===== config.mk =====
export PLATFORM = sky130hd
export DESIGN_NAME = alu_seq_exec
export DESIGN_NICKNAME = d
export VERILOG_FILES = /design/src/rtl/alu_seq_exec.sv
export SDC_FILE = /design/constraint.sdc
export NUM_CORES = 1
export LEC_CHECK = 0
export CORE_UTILIZATION = 59
export DETAILED_ROUTE_END_ITERATION = 16
export MAX_ROUTING_LAYER = met4
export PLACE_DENSITY = 0.84
export RECOVER_POWER = 25
export SLEW_MARGIN = 10
export SYNTH_ARGS = -nofsm -noshare
export SYNTH_HDL_FRONTEND = slang
export SYNTH_SLANG_ARGS = --single-unit
export TNS_END_PERCENT = 100

===== constraint.sdc =====
create_clock -name clk -period 3.9 [get_ports clk]
set_input_delay 0.78 -clock clk [delete_from_list [all_inputs] [get_ports clk]]
set_output_delay 0.78 -clock clk [all_outputs]
set_load 0.01 [all_outputs]

===== src/rtl/alu_seq_exec.sv =====
// Sequential ALU: single-cycle ops finish in one cycle; shifts move one bit per cycle.
// Results are presented with a valid/ready handshake and held until consumed.
module alu_seq_exec #(
    parameter int N  = 32,
    parameter int SW = $clog2(N)
) (
    input  logic         clk,
    input  logic         rst_n,
    input  logic         in_valid,
    output logic         in_ready,
    input  logic [3:0]   alucontrol,
    input  logic [N-1:0] a,
    input  logic [N-1:0] b,
    output logic         out_valid,
    input  logic         out_ready,
    output logic [N-1:0] result,
    output logic         zero,
    output logic         err
);
    typedef enum logic [1:0] {IDLE, SHIFT, DONE} state_t;

    state_t        state;
    logic [N-1:0]  sh_val;
    logic [SW-1:0] cnt;
    logic          sh_left;

    logic [N-1:0]  calc;
    logic          calc_err;
    logic          is_shift;
    logic [SW-1:0] amt;
    logic [N-1:0]  sh_next;

    assign amt      = b[SW-1:0];
    assign is_shift = (alucontrol == 4'b0010) || (alucontrol == 4'b0011);
    assign sh_next  = sh_left ? (sh_val << 1) : (sh_val >> 1);

    // Shift codes resolve to a here; only used when the amount is zero.
    always_comb begin
        calc     = '0;
        calc_err = 1'b0;
        case (alucontrol)
            4'b0000: calc = a + b;
            4'b0001: calc = a - b;
            4'b0010: calc = a;
            4'b0011: calc = a;
            4'b0100: calc = a & b;
            4'b0101: calc = a | b;
            4'b0110: calc = a ^ b;
            4'b0111: calc = ~(a | b);
            4'b1000: calc = ~(a & b);
            4'b1001: calc = ~(a ^ b);
            4'b1010: calc = a;
            4'b1011: calc = {{(N-1){1'b0}}, ($signed(a) < $signed(b))};
            4'b1100: calc = {{(N-1){1'b0}}, ($signed(a) > $signed(b))};
            default: calc_err = 1'b1;
        endcase
    end

    always_ff @(posedge clk) begin
        if (!rst_n) begin
            state     <= IDLE;
            in_ready  <= 1'b0;
            out_valid <= 1'b0;
            result    <= '0;
            zero      <= 1'b0;
            err       <= 1'b0;
            sh_val    <= '0;
            cnt       <= '0;
            sh_left   <= 1'b0;
        end else begin
            case (state)
                IDLE: begin
                    in_ready <= 1'b1;
                    if (in_valid && in_ready) begin
                        in_ready <= 1'b0;
                        if (is_shift && (amt != '0)) begin
                            sh_val  <= a;
                            cnt     <= amt;
                            sh_left <= (alucontrol == 4'b0010);
                            state   <= SHIFT;
                        end else begin
                            result    <= calc;
                            zero      <= (calc == '0);
                            err       <= calc_err;
                            out_valid <= 1'b1;
                            state     <= DONE;
                        end
                    end
                end
                SHIFT: begin
                    sh_val <= sh_next;
                    cnt    <= cnt - 1'b1;
                    // Outputs stay frozen until the last shift lands.
                    if (cnt == SW'(1)) begin
                        result    <= sh_next;
                        zero      <= (sh_next == '0);
                        err       <= 1'b0;
                        out_valid <= 1'b1;
                        state     <= DONE;
                    end
                end
                DONE: begin
                    if (out_ready) begin
                        out_valid <= 1'b0;
                        in_ready  <= 1'b1;
                        state     <= IDLE;
                    end
                end
                default: state <= IDLE;
            endcase
        end
    end
endmodule

==> results of run 1 <==
cells by family after synthesis:
family | after synthesis | synth area share (%)
flops | 76 | 14.79
xor+xnor | 34 | 2.895
buf+inv | 214 | 8.442
simple gates | 465 | 21.54
compound gates | 538 | 35.41
fa+ha+maj | 100 | 12.31
mux | 47 | 4.610
what timing repair did:
item,in CTS
endpoints found under the setup margin,15
gates resized for setup,112
buffers inserted,23
pin swaps,42
through the flow:
step	setup TNS, ns	cells	area, um^2
after floorplan	0	1474	10290
after detailed placement	-9.305	2048	13870
after global placement	-6.466	2048	13870
after CTS	-0.008330	2087	14790
synth_stat cells (6+ instances only):
cell type / count
and2_1: 10
buf_1: 6
o22ai_1: 23
or2_2: 7
o221ai_1: 10
nand4_1: 15
nand3_1: 26
or3_1: 7
and3_1: 6
a211oi_1: 50
a31oi_1: 14
o211ai_1: 46
dfxtp_1: 76
o31ai_1: 9
clkbuf_1: 74
ha_1: 98
o31a_1: 6
nor3_1: 35
a21oi_1: 172
a22o_1: 7
nor2_1: 126
inv_1: 99
o21bai_1: 9
nor4_1: 22
nor2b_1: 23
nand2_1: 144
a22oi_1: 14
o21ai_0: 68
xnor2_1: 23
xor2_1: 11
a21o_1: 8
nand2b_1: 13
mux2i_1: 44
nor3b_1: 8
buf_2: 25
a221o_1: 9
routing by layer:
layer	GRT usage, %	GRT overflow
met1	75.61	5
met2	90.47	36
met3	66.48	2
met4	75.53	25
met5	-	-
==> run summary, run 1 <==
The height of the die is 134.0 um. In this run the mean area of a mapped cell was 6.978 um^2. The tool reported: "[ERROR GRT-0116] Global routing finished with congestion. Check the congestion regions in the DRC Viewer".

Sequential area share after synthesis: 14.79%. The number of hold-repair buffers added at the cts stage is 0. Counting distinct cell types in the post-synthesis netlist gives 89. The tools report the global placer's final weighted congestion as 1.205.

Failing step: global routing. For this run the aggregate overflow at the end of global routing stands at 68. In this run, synthesis inferred 0 flip-flops with an integrated enable. Counting along the longest clock path gives a buffer depth of 2.

OpenSTA, run right after detailed placement, puts the worst setup slack at -0.7178 ns. Entering global routing, the biggest net connects 68 pins. The tools report the cell at the root of the clock tree as clkbuf_16.

The number of nets in the synthesized netlist is 1646. The mapped netlist covers 10290 um^2. The number of clock buffers added by TritonCTS is 9. Detailed placement finished with a half-perimeter wire length of 36.07 mm. During synthesis, Yosys emitted a total of 0 warnings. Ranked by total cell area, the synthesized netlist is headed by dfxtp_1 (15%), ha_1 (12%), a21oi_1 (8.4%), nand2_1 (5.3%), nor2_1 (4.6%). The logs give 17690 for the number of global-route vias before repair and 61.16% for the starting density of the core.

The H-tree generated during clock tree synthesis spans 3 levels. The flow did not finish. In this run the core area contains 47 standard-cell rows. After synthesis, the share of flip-flops with an asynchronous set or reset is 0%. Buffers placed on the I/O ports in this run total 107. In this run the biggest area consumer among cell types represents 14.79% of the synthesized area. Synthesis produced 1474 cells. 108 I/O pins were placed. The first-pass GRT wire length is 104.7 mm.

The most used flip-flop cell after synthesis is dfxtp_1. The clock net in this run drives a total of 76 sinks. The library cell with the largest summed area after synthesis was dfxtp_1. The global router's overall resource usage is 77.88%, and the die span in x is 134.0 um. After synthesis the netlist holds a flip-flop and latch count of 76.
==> run 2: changes to the inputs <==
CORE_UTILIZATION = 40   (was 59)
MAX_ROUTING_LAYER = default   (was met4)
PLACE_DENSITY = default   (was 0.84)
PLACE_DENSITY_LB_ADDON = 0.15   (was default)
==> run summary, run 2 <==
The flow ran to the end, and the final reports show no timing, DRC or antenna violations. The largest single stage delay on the critical path is 0.50 ns. The clock net in this run drives a total of 76 sinks. The clock latency reported for the late side of the worst-skew pair came out at 0.34 ns. The kind of start point of the critical path was an input pin. The level count of the clock H-tree came out at 3. The maximum clock path buffer count is 2. The most numerous cell type found on the critical path is buf_4.

The initial antenna violation count was 2. For the wire length reported by the detailed router, the log shows 50.00 mm. The leading register cell type out of synthesis was dfxtp_1.

The final hold violation count is 0. For this run, the top clock speed supported by timing is 262.5 MHz. The tightest min-delay check is of the reg2reg type. Across every metal layer, demand over resource in global routing totals 37.45%. The proportion of netlist area held by the largest area contributor works out to 14.79%. The actual transition at the worst max-transition pin is 1.138 ns. The finished cells cover 15660 um^2. Traced cell by cell, the critical path runs through clkdlybuf4s50_1 -> buf_4 -> ha_1 -> a21oi_4 -> buf_4 -> o211ai_2 -> a211oi_2 -> buf_4 -> o41a_1 -> o41a_1 -> buf_4 -> xnor2_1 -> a211o_1 -> buf_4 -> o211ai_1 -> a21oi_1. After detailed placement, the total cell area comes to 14530 um^2.

The worst register-to-register path begins at cnt[0]. The number of global-route vias before repair is 12880. The total of endpoints with negative setup slack in the final report was 0. The tree is rooted in a clkbuf_16. Among all stages on the critical path, the largest delay is contributed by clkdlybuf4s50_1. The number of input and output port buffers inserted was 107. Clock-pin slew was measured on the worst setup and hold paths at 0.06 ns. The number of cells traversed by the worst register-to-register path came out at 11. The average routed wire per standard cell is 22.14 um.

Count of inserted antenna diode cells: 0. The count of different cell masters after synthesis is 89. TritonCTS built the clock tree.

Maximum number of pins on one net before global-route repair: 68. For this run, the detailed router's first-pass iteration total came to 6. The tools report the max-slew headroom at the worst pin as 24.03%. The tool flagged a number of max-cap violations equal to 0. The cell area that synthesis handed to floorplanning was 10290 um^2.

The number of nets handed over by synthesis was 1646. The library cell with the largest summed area after synthesis is dfxtp_1. For the global placer's final weighted congestion, the log shows 1.019.

The total number of vias came out at 13480. The largest registers in the layout are result x32, sh_val x32, cnt x5. Counting instances, the worst hold path has a depth of 2. Detailed placement finished with a half-perimeter wire length of 40.18 mm. After the first detailed-routing iteration, the DRC count stood at 1266. The core area came out at 25180 um^2. The number of synthesized register bits is 76, and the number of buffers inserted during clock tree synthesis is 9. The die area is 26360 um^2, and the count of pins over their slew limit is 0.

In the post-synthesis netlist, the biggest area contributors are dfxtp_1 (15%), ha_1 (12%), a21oi_1 (8.4%), nand2_1 (5.3%), nor2_1 (4.6%). In the synthesized netlist, the number of instances is 1474. In the layout the commonest cells are buf_4 (432), a21oi_1 (158), nand2_1 (143).

The overall overflow remaining after global route is 0. For the final database, setup skew stands at 0.009431 ns. The maximum fanout count along the critical path works out to 3.

In this run the mean area of a mapped cell was 6.978 um^2. For the total power after layout, the log shows 3.691 mW. IR analysis of the VDD net gives a maximum drop of 0.3088 mV. The number of standard-cell rows in the floorplan is 58. Of the cells placed in the final design, the portion with a size suffix greater than 1 is 32.05%. Setup repair after global routing could not meet its margin everywhere. In the routed layout, each cell is associated on average with a via count of 5.971. The worst path in the final design needs a cycle of 3.810 ns, including I/O delays and setup. Number of hold-repair buffers added at the cts stage: 0. The most common library cell in the layout ignoring fill and taps is buf_4. The tools report the setup slack at placement as -0.8547 ns.

For hold timing, the worst endpoint is result[11]. For this run, the number of Yosys warnings is 0. Final total negative setup slack: 0 ns.

Sorting the synthesized cells by how often they occur yields a21oi_1 (172), nand2_1 (144), nor2_1 (126). In the routed design, unresolved DRC markers number 0. By startpoint and endpoint, the worst setup path is classified as in2reg. After filler insertion, the fill cell instance count of the layout stands at 2387. The die span in x works out to 162.4 um. The type of destination of the critical path is a register.

The async set or reset register ratio after synthesis came out at 0%. Counting flops with a built-in enable in the synthesized netlist gives 0. The part of the cycle the worst path needs is 97.69%. After layout, the worst setup slack is 0.08997 ns. The remaining number of nets flagged by the antenna check after routing was 0; the synthesis-to-layout area growth was 52.22%.

At the worst endpoint, the required time is 4.08 ns. The tools report the endpoint of the most critical register-to-register path as zero. Across all hold checks on the routed design, the worst slack comes to 0.4507 ns. The startpoint identified for the worst hold timing path is result[11]. 108 I/O pins were placed. The most common cell in the synthesized netlist is a21oi_1. The sequential area share after synthesis is 14.79%, and the final net count is 2096.

The standby leakage power was 6.786 nW; the power density over cell area was 235.7 nW/um^2. Measured along the y axis, the die boundary spans 162.4 um. The worst register-to-register path has a setup slack of 0.98 ns.

The first global-routing pass estimated 74.78 mm of wire. The tools report the arrival time at the worst endpoint as 3.99 ns. The initial utilization of the core area, before any placement, comes to 40.85%.
-- run 2: worst max-delay path: cells and delay by family --
| kind | cells | cell delay (ns) |
|---|---|---|
| AO/OA/AOI/OAI | 8 | 1.63 |
| buffers and inverters | 6 | 1.23 |
| adder cells (fa/ha/maj) | 1 | 0.22 |
| XOR/XNOR | 1 | 0.11 |
-- run 2: kinds of logic after synthesis --
kind of cell | after synthesis | share of synthesized area, %
buf+inv | 214 | 8.442
mux | 47 | 4.610
fa+ha+maj | 100 | 12.31
simple gates | 465 | 21.54
flops | 76 | 14.79
xor+xnor | 34 | 2.895
compound gates | 538 | 35.41
-- run 2: area by class of cell --
type	instances	area (um^2)	share of cell area (%)
multi-input cells	1184	8581	54.80
clock buffers	9	225.2	1.438
repair buffers	551	4464	28.51
inverters	102	386.6	2.469
flip-flops and latches	76	1523	9.725
well taps	330	412.9	2.637
clock inverters	6	65.06	0.4155
-- run 2: per-layer routing --
layer	part of all wire (%)	vias to the layer above	GRT usage (%)	wire, um
met5	0.024	-	0	12
met3	8.7	144	6.901	4336
met4	4.6	2	16.81	2278
met1	42	6381	48.25	20910
met2	45	644	60.47	22470
li1	-	6311	-	-
-- run 2: report_power, final --
| group | internal, mW | switching (mW) |
|---|---|---|
| registers | 0.810 | 0.0250 |
| logic | 0.941 | 1.07 |
| clock network | 0.493 | 0.352 |
-- run 2: what timing repair did --
| item | CTS | global route |
|---|---|---|
| endpoints found under the setup margin | 17 | 13 |
| pin swaps | 38 | 23 |
| setup buffers | 18 | 6 |
| gates resized for setup | 153 | 37 |
| endpoints found under the hold margin | 0 | 0 |
-- run 2: metrics by stage --
stage / util, % / instances
after global placement: 57.71 / 2219
after CTS: 61.40 / 2252
final: 62.18 / 2258
after floorplan: - / 1474
after detailed placement: 57.71 / 2219
after global routing: 62.18 / 2258
-- run 2: how the worst max path moves through the flow --
stage	slack [ns]	from	endpoint	cells past startpoint
4_1_cts	0.008	a[6]	result[31]	16
6_report	0.09	a[6]	result[24]	16
2_1_floorplan	0.23	a[0]	result[30]	13
3_5_place_dp	-0.85	b[9]	zero	17
5_1_grt	-0.06	a[6]	zero	16
3_3_place_gp	-0.88	a[9]	zero	17
Note: power is estimated with default switching activity, not from simulation.
==> run 3: changes to the inputs <==
RECOVER_POWER = 50   (was 25)
==> run summary, run 3 (synthesized netlist as in run 2, its figures left out) <==
The setup slack at placement is -0.8547 ns, and the count of inserted antenna diode cells is 0. In this run the most critical hold path is launched from result[11]. The most frequent cell on the critical path is buf_4. The first detailed-routing pass ran for 8 iterations. The initial detailed-routing violation count was 1300. For the I/O pin count, the log shows 108. The final net count came out at 2096.

The H-tree was split into 3 levels. In this design, the stage delay of the slowest critical-path cell is 0.52 ns. The worst setup path is launched from an input pin. Adding up every negative setup slack in the final design gives 0 ns.

Highest clock rate: 258.3 MHz. The die is 162.4 um wide. The clock-pin slew on the worst setup and hold paths was 0.07 ns; the number of stages on the worst hold path was 2. Headroom to the max-slew limit came out at 18.93%. The global placer's final weighted congestion came out at 1.019. The longest clock path from root to sink contains 2 buffers.

For this configuration, the core starts out at a cell density of 40.85%. In this run the vertical extent of the chip is 162.4 um. For the worst setup path, the data arrival time is 4.05 ns. Once detail routing completed, the nets flagged for antenna violations numbered 0. The tree is rooted in a clkbuf_16.

The top cell types in the final layout, fill and taps aside, are buf_4 (428), a21oi_1 (158), nand2_1 (143). For the total placed cells including tap cells, the log shows 2219. On the critical path, the stage with the largest delay is an instance of clkdlybuf4s50_1. The tools report the peak ir drop on the vdd network as 0.3068 mV. The worst register-to-register path ends at result[5].

The clock reaches the later pin of the worst-skew pair after 0.34 ns. Placed instance area: 14530 um^2. The total overflow left after global routing is 0. For the slack of the critical path, the log shows 0.02883 ns. Worst-case hold path end point: result[11].

Type of destination of the critical path: a register. The routed design could run at a clock period as short as 3.871 ns. The core area is 25180 um^2, and the final worst clock skew is 0.008592 ns.

The first-pass GRT wire length is 74.78 mm. The number of global-route vias before repair is 12880. Final hold slack: 0.4513 ns. In this run, CTS created clock tree buffers numbering 9. The die area was 26360 um^2.

Setup slack on the worst reg-to-reg path comes out at 0.79 ns. The critical path goes through clkdlybuf4s50_1 -> inv_1 -> ha_1 -> nor3_2 -> nand2_1 -> nor3_1 -> buf_4 -> buf_4 -> nand4_1 -> nor4_2 -> buf_4 -> nor3_1 -> o21ai_0 -> o311ai_1 -> buf_4 -> a21oi_1 -> a21oi_1. For this block, the via count after detailed routing is 13510. At the end of the flow the core is filled with cells to 62.06%. The maximum fanout count along the critical path was 3. Dividing the detail-routed via count by the number of cells gives 5.985. In this run the static leakage power is 6.797 nW. For this block, the routed nets add up to 50.01 mm of wire. Number of cells traversed by the worst register-to-register path: 7. The run gives 0 as the number of remaining DRC errors. The synthesis-to-layout area growth works out to 51.93%.

Of the available clock period, the critical path in the final layout requires 99.26%. The wire-length estimate of the detail-placed layout is 40.18 mm. The number of input and output port buffers inserted is 107, and the critical path required time is 4.08 ns.

The floorplan has 58 rows. The count of pins over their slew limit is 0. The run gives 3.683 mW as the total power after layout. Tracing the worst setup path back leads to its startpoint at a[20]. The run gives 0 as the final hold violation count. Entering global routing, the biggest net connects 68 pins. In this run the power density over the cells is 235.7 nW/um^2.

TritonCTS built the clock tree. The initial antenna violation count is 2, and the total clock sinks is 76. The actual transition at the worst max-transition pin came out at 1.216 ns. The largest registers in the layout are result x32, sh_val x32, cnt x5. Setup repair after global routing could not meet its margin everywhere. The finished layout holds 2258 standard cells, fillers aside.

After detailed routing, the average wire length per cell comes to 22.15 um. The worst register-to-register path begins at cnt[0]. In the global route stage, overall resource usage came out at 37.45%. The fraction of final layout cells with drive strength greater than 1 was 31.85%.

The total of endpoints with negative setup slack in the final report was 0. The flow ran to the end, and the final reports show no timing, DRC or antenna violations. The worst hold path belongs to the class reg2reg. Critical path start-end classification: in2reg. Max-cap check violation count: 0.

The library cell used most frequently in the layout, excluding fill and tap cells, is buf_4. The finished cells cover 15630 um^2.
[run 3: cell count changes in the layout (fill, tap and decap cells not counted)]
cell,before,now
clkbuf_2,1,2
dlygate4sd3_1,26,37
clkdlybuf4s50_1,42,31
buf_12,7,6
clkbuf_1,0,4
buf_4,432,428
[run 3: timing repair]
action                     4_1_cts  5_1_grt
buffers inserted                18        6
setup endpoints to repair       17       13
gates resized for setup        153       37
pin swaps                       38       23
gates cloned                     0        0
hold buffers                     0        0
[run 3: worst max-delay path by stage]
stage	end
final	result[0]
after global routing	zero
after CTS	result[31]
after detailed placement	zero
after global placement	zero
after floorplan	result[30]
[run 3: per-layer routing]
metal,vias up,wire length [um],global-route usage [%]
li1,6312,-,-
met1,6394,20930,48.25
met2,643,22310,60.47
met3,163,4343,6.901
met4,2,2415,16.81
met5,-,12,0
[run 3: worst max-delay path, delay by kind of cell]
kind | cells | cell delay [ns]
fa+ha+maj | 1 | 0.34
buf+inv | 6 | 1.24
simple gates | 6 | 1.08
compound gates | 4 | 0.60
[run 3: final cells by class]
cell class	instances	area, um^2
clock buffer	9	225.2
fill	2390	9554
multi-input combinational	1184	8581
timing repair buffer	551	4434
inverter	102	386.6
tap	330	412.9
clock inverter	6	65.06
sequential	76	1523
[run 3: where the power goes]
| part | switching [mW] | internal, mW |
|---|---|---|
| sequential | 0.0246 | 0.810 |
| clock | 0.349 | 0.493 |
| combinational | 1.07 | 0.936 |
==> run 4: changes to the inputs <==
CORE_MARGIN = 3   (was default)
CTS_CLUSTER_DIAMETER = 50   (was default)
==> run summary, run 4 (synthesized netlist as in run 2, its figures left out) <==
The worst hold path begins at result[12]. The tools report the highest clock rate as 258.7 MHz. Entering global routing, the biggest net connects 68 pins. The critical path goes through clkdlybuf4s50_1 -> inv_1 -> ha_4 -> inv_1 -> buf_4 -> nor2_4 -> a21boi_4 -> o211a_1 -> o41a_1 -> o31ai_2 -> buf_4 -> mux2i_1 -> nand3_1 -> nor4_2 -> nand4_1 -> o21ai_1. Critical path start-end classification: in2reg. Across the run, the number of max-cap violations was 0.

Across the routed clock network, the largest skew measured is 0.004956 ns. Slowest stage cell on the critical path: clkdlybuf4s50_1. Counting cells, the worst reg-to-reg path comes to 10. After layout, the worst setup slack is 0.03462 ns.

The tools report the cell at the root of the clock tree as clkbuf_16. The kind of start point of the critical path was an input pin. The height of the die came out at 166.4 um.

The share of total power consumed by net switching works out to 38.72%. Setup violations remaining at the end of the flow were counted as 0. For this design the top-level I/O count stands at 108. Worst-case hold path end point: result[12]. At the later pin of the worst-skew pair, clock insertion delay measures 0.34 ns.

The fill cell instance count of the final layout was 2317. The library cells used most frequently in the layout, excluding fill and tap cells, are buf_4 (396), a21oi_1 (158), nand2_1 (142). In the routed layout, each cell is associated on average with a via count of 6.087. The peak ir drop on the vdd network was 0.2868 mV; the total number of vias was 13590. The tools report the maximum clock path buffer count as 2. The combinational group share of total power came out at 54.3%.

The tools report the half-perimeter wire length of the detailed placement result as 38.72 mm. The logs give 74.86 mm for the first-pass GRT wire length and 33.66% for the global router's overall resource usage. CTS saw 76 sinks. The number of input and output port buffers inserted came out at 107. The setup check on the worst reg-to-reg path leaves a slack of 1.06 ns. The synthesis-to-layout area growth works out to 51.89%. TritonCTS built the clock tree.

In this run the critical register-to-register path is captured at zero. In this run the critical register-to-register path is launched from cnt[0]. For the max-slew headroom at the worst pin, the log shows 7.683%. Wires add up to 49.04 mm. The level count of the clock H-tree is 3, and the setup slack at placement is -0.6533 ns. The number of global-route vias before repair is 12860, and the global placer's final weighted congestion is 1.025. Power comes to 3.692 mW. After clock tree synthesis, the clock-pin slew on the worst setup and hold paths is 0.06 ns. The power share of the sequential group was 22.6%. The repair_antennas step left the layout with diodes totalling 0. The worst hold path passes through 2 cells. The path type of the worst min-delay path is reg2reg. The post-layout instance count excluding filler cells is 2232. The fraction of final layout cells with drive strength greater than 1 is 31.55%. Setup repair after global routing could not meet its margin everywhere.

The standby leakage power is 6.778 nW, and the delay of the slowest cell on the worst path is 0.48 ns. After layout, the worst path uses 99.11% of the clock period. For the final hold violation count, the log shows 0. For the total placed cells including tap cells, the log shows 2195.

The initial detailed-routing violation count is 1683, and the portion of total power attributed to the clock network is 23.1%. The starting density of the core came out at 40.73%. The flow ran to the end, and the final reports show no timing, DRC or antenna violations. STA puts the critical path data required time at 4.18 ns.

For the overall overflow remaining after global route, the log shows 0. For this design, the CTS-stage hold fixing added 0 buffers. The logs give 0 for the initial antenna violation count and 0 for the count of pins over their slew limit. The time the final worst path needs with I/O delays and setup is 3.865 ns. Die area: 27680 um^2. The library cell used most frequently in the layout, excluding fill and tap cells, is buf_4. After detailed routing, the average wire length per cell comes to 21.97 um. After routing, the total negative slack on setup checks comes to 0 ns. The run gives 58 as the number of standard-cell rows in the floorplan. The largest registers in the layout are result x32, sh_val x32, cnt x5.

The run gives 4.14 ns as the arrival time at the worst endpoint. In the final design database the tool counted 2069 nets. The maximum fanout count along the critical path works out to 5.

The number of remaining DRC errors was 0. The number of buffers inserted during clock tree synthesis came out at 9. The total area inside the core boundary comes to 25250 um^2. At the pin with the least slew margin, the transition time is 1.385 ns. The internal portion of total power was 2.263 mW; the net switching power was 1.430 mW. The type of destination of the critical path was a register.

The detail route stage leaves a number of antenna-violating nets equal to 0. For this design the ratio of total power to cell area is 236.3 nW/um^2. The floorplan step set the die width to 166.4 um.

For this run, the detailed router's first-pass iteration total came to 7.
==> run 4: changes by cell type in the layout (fill, tap and decap cells not counted), sizes merged <==
cell and change:
clkdlybuf4s15 +2, clkinvlp +1, dlymetal6s2s +10, dlygate4sd3 -1, clkdlybuf4s50 +1, clkinv -2, dlygate4sd2 -11, buf -26
==> run 4: final cells by class <==
class	instances	area, um^2	share of cell area, %
Inverter	102	382.9	2.451
Timing Repair Buffer	524	4327	27.69
Tap cell	330	412.9	2.643
Clock buffer	11	242.7	1.554
Sequential cell	76	1523	9.746
Multi-Input combinational cell	1184	8675	55.52
Clock inverter	5	61.31	0.3924
==> run 4: worst max-delay path by stage <==
stage,start,endpoint,slack (ns)
2_1_floorplan,a[0],result[30],0.23
3_3_place_gp,a[12],zero,-0.66
3_5_place_dp,a[1],zero,-0.65
4_1_cts,a[12],zero,0.002
5_1_grt,a[1],zero,-0.05
6_report,a[5],zero,0.03
==> run 4: per-stage QoR <==
step | hold slack, ns | instance area [um^2] | util (%)
floorplan | 0.4439 | 10290 | -
global placement | 0.4424 | 14390 | 56.99
detailed placement | 0.4441 | 14390 | 56.99
CTS | 0.4510 | 15400 | 60.97
global route | 0.4736 | 15620 | 61.87
finish | 0.4461 | 15620 | 61.87
==> run 4: what timing repair did <==
item | in CTS | in global routing
setup endpoints to repair | 17 | 16
gates resized for setup | 144 | 66
gates cloned | 0 | 0
buffers inserted | 17 | 7
pin swaps | 42 | 39
==> run 4: layer usage <==
layer,track usage (%),part of all wire [%],up-vias
met5,0,0,-
met4,12.37,4.4,0
met3,5.118,8.9,148
met2,53.21,44,757
met1,46.52,42,6416
li1,-,-,6266
==> run 4: power groups by stage <==
stage	Clock, mW	Combinational [mW]	Sequential (mW)
4_1_cts	0.850	1.92	0.836
3_5_place_dp	0	1.78	0.853
2_1_floorplan	0	0.848	0.855
3_3_place_gp	0	1.77	0.852
5_1_grt	0.888	2.13	0.839
6_report	0.851	2.01	0.835
==> run 4: worst max-delay path, delay by kind of cell <==
kind	cells	cell delay (ns)
muxes	1	0.19
AOI/OAI and AO/OA	5	1.16
buffers and inverters	5	0.95
and+or+nand+nor	4	0.76
adders and majority gates	1	0.30
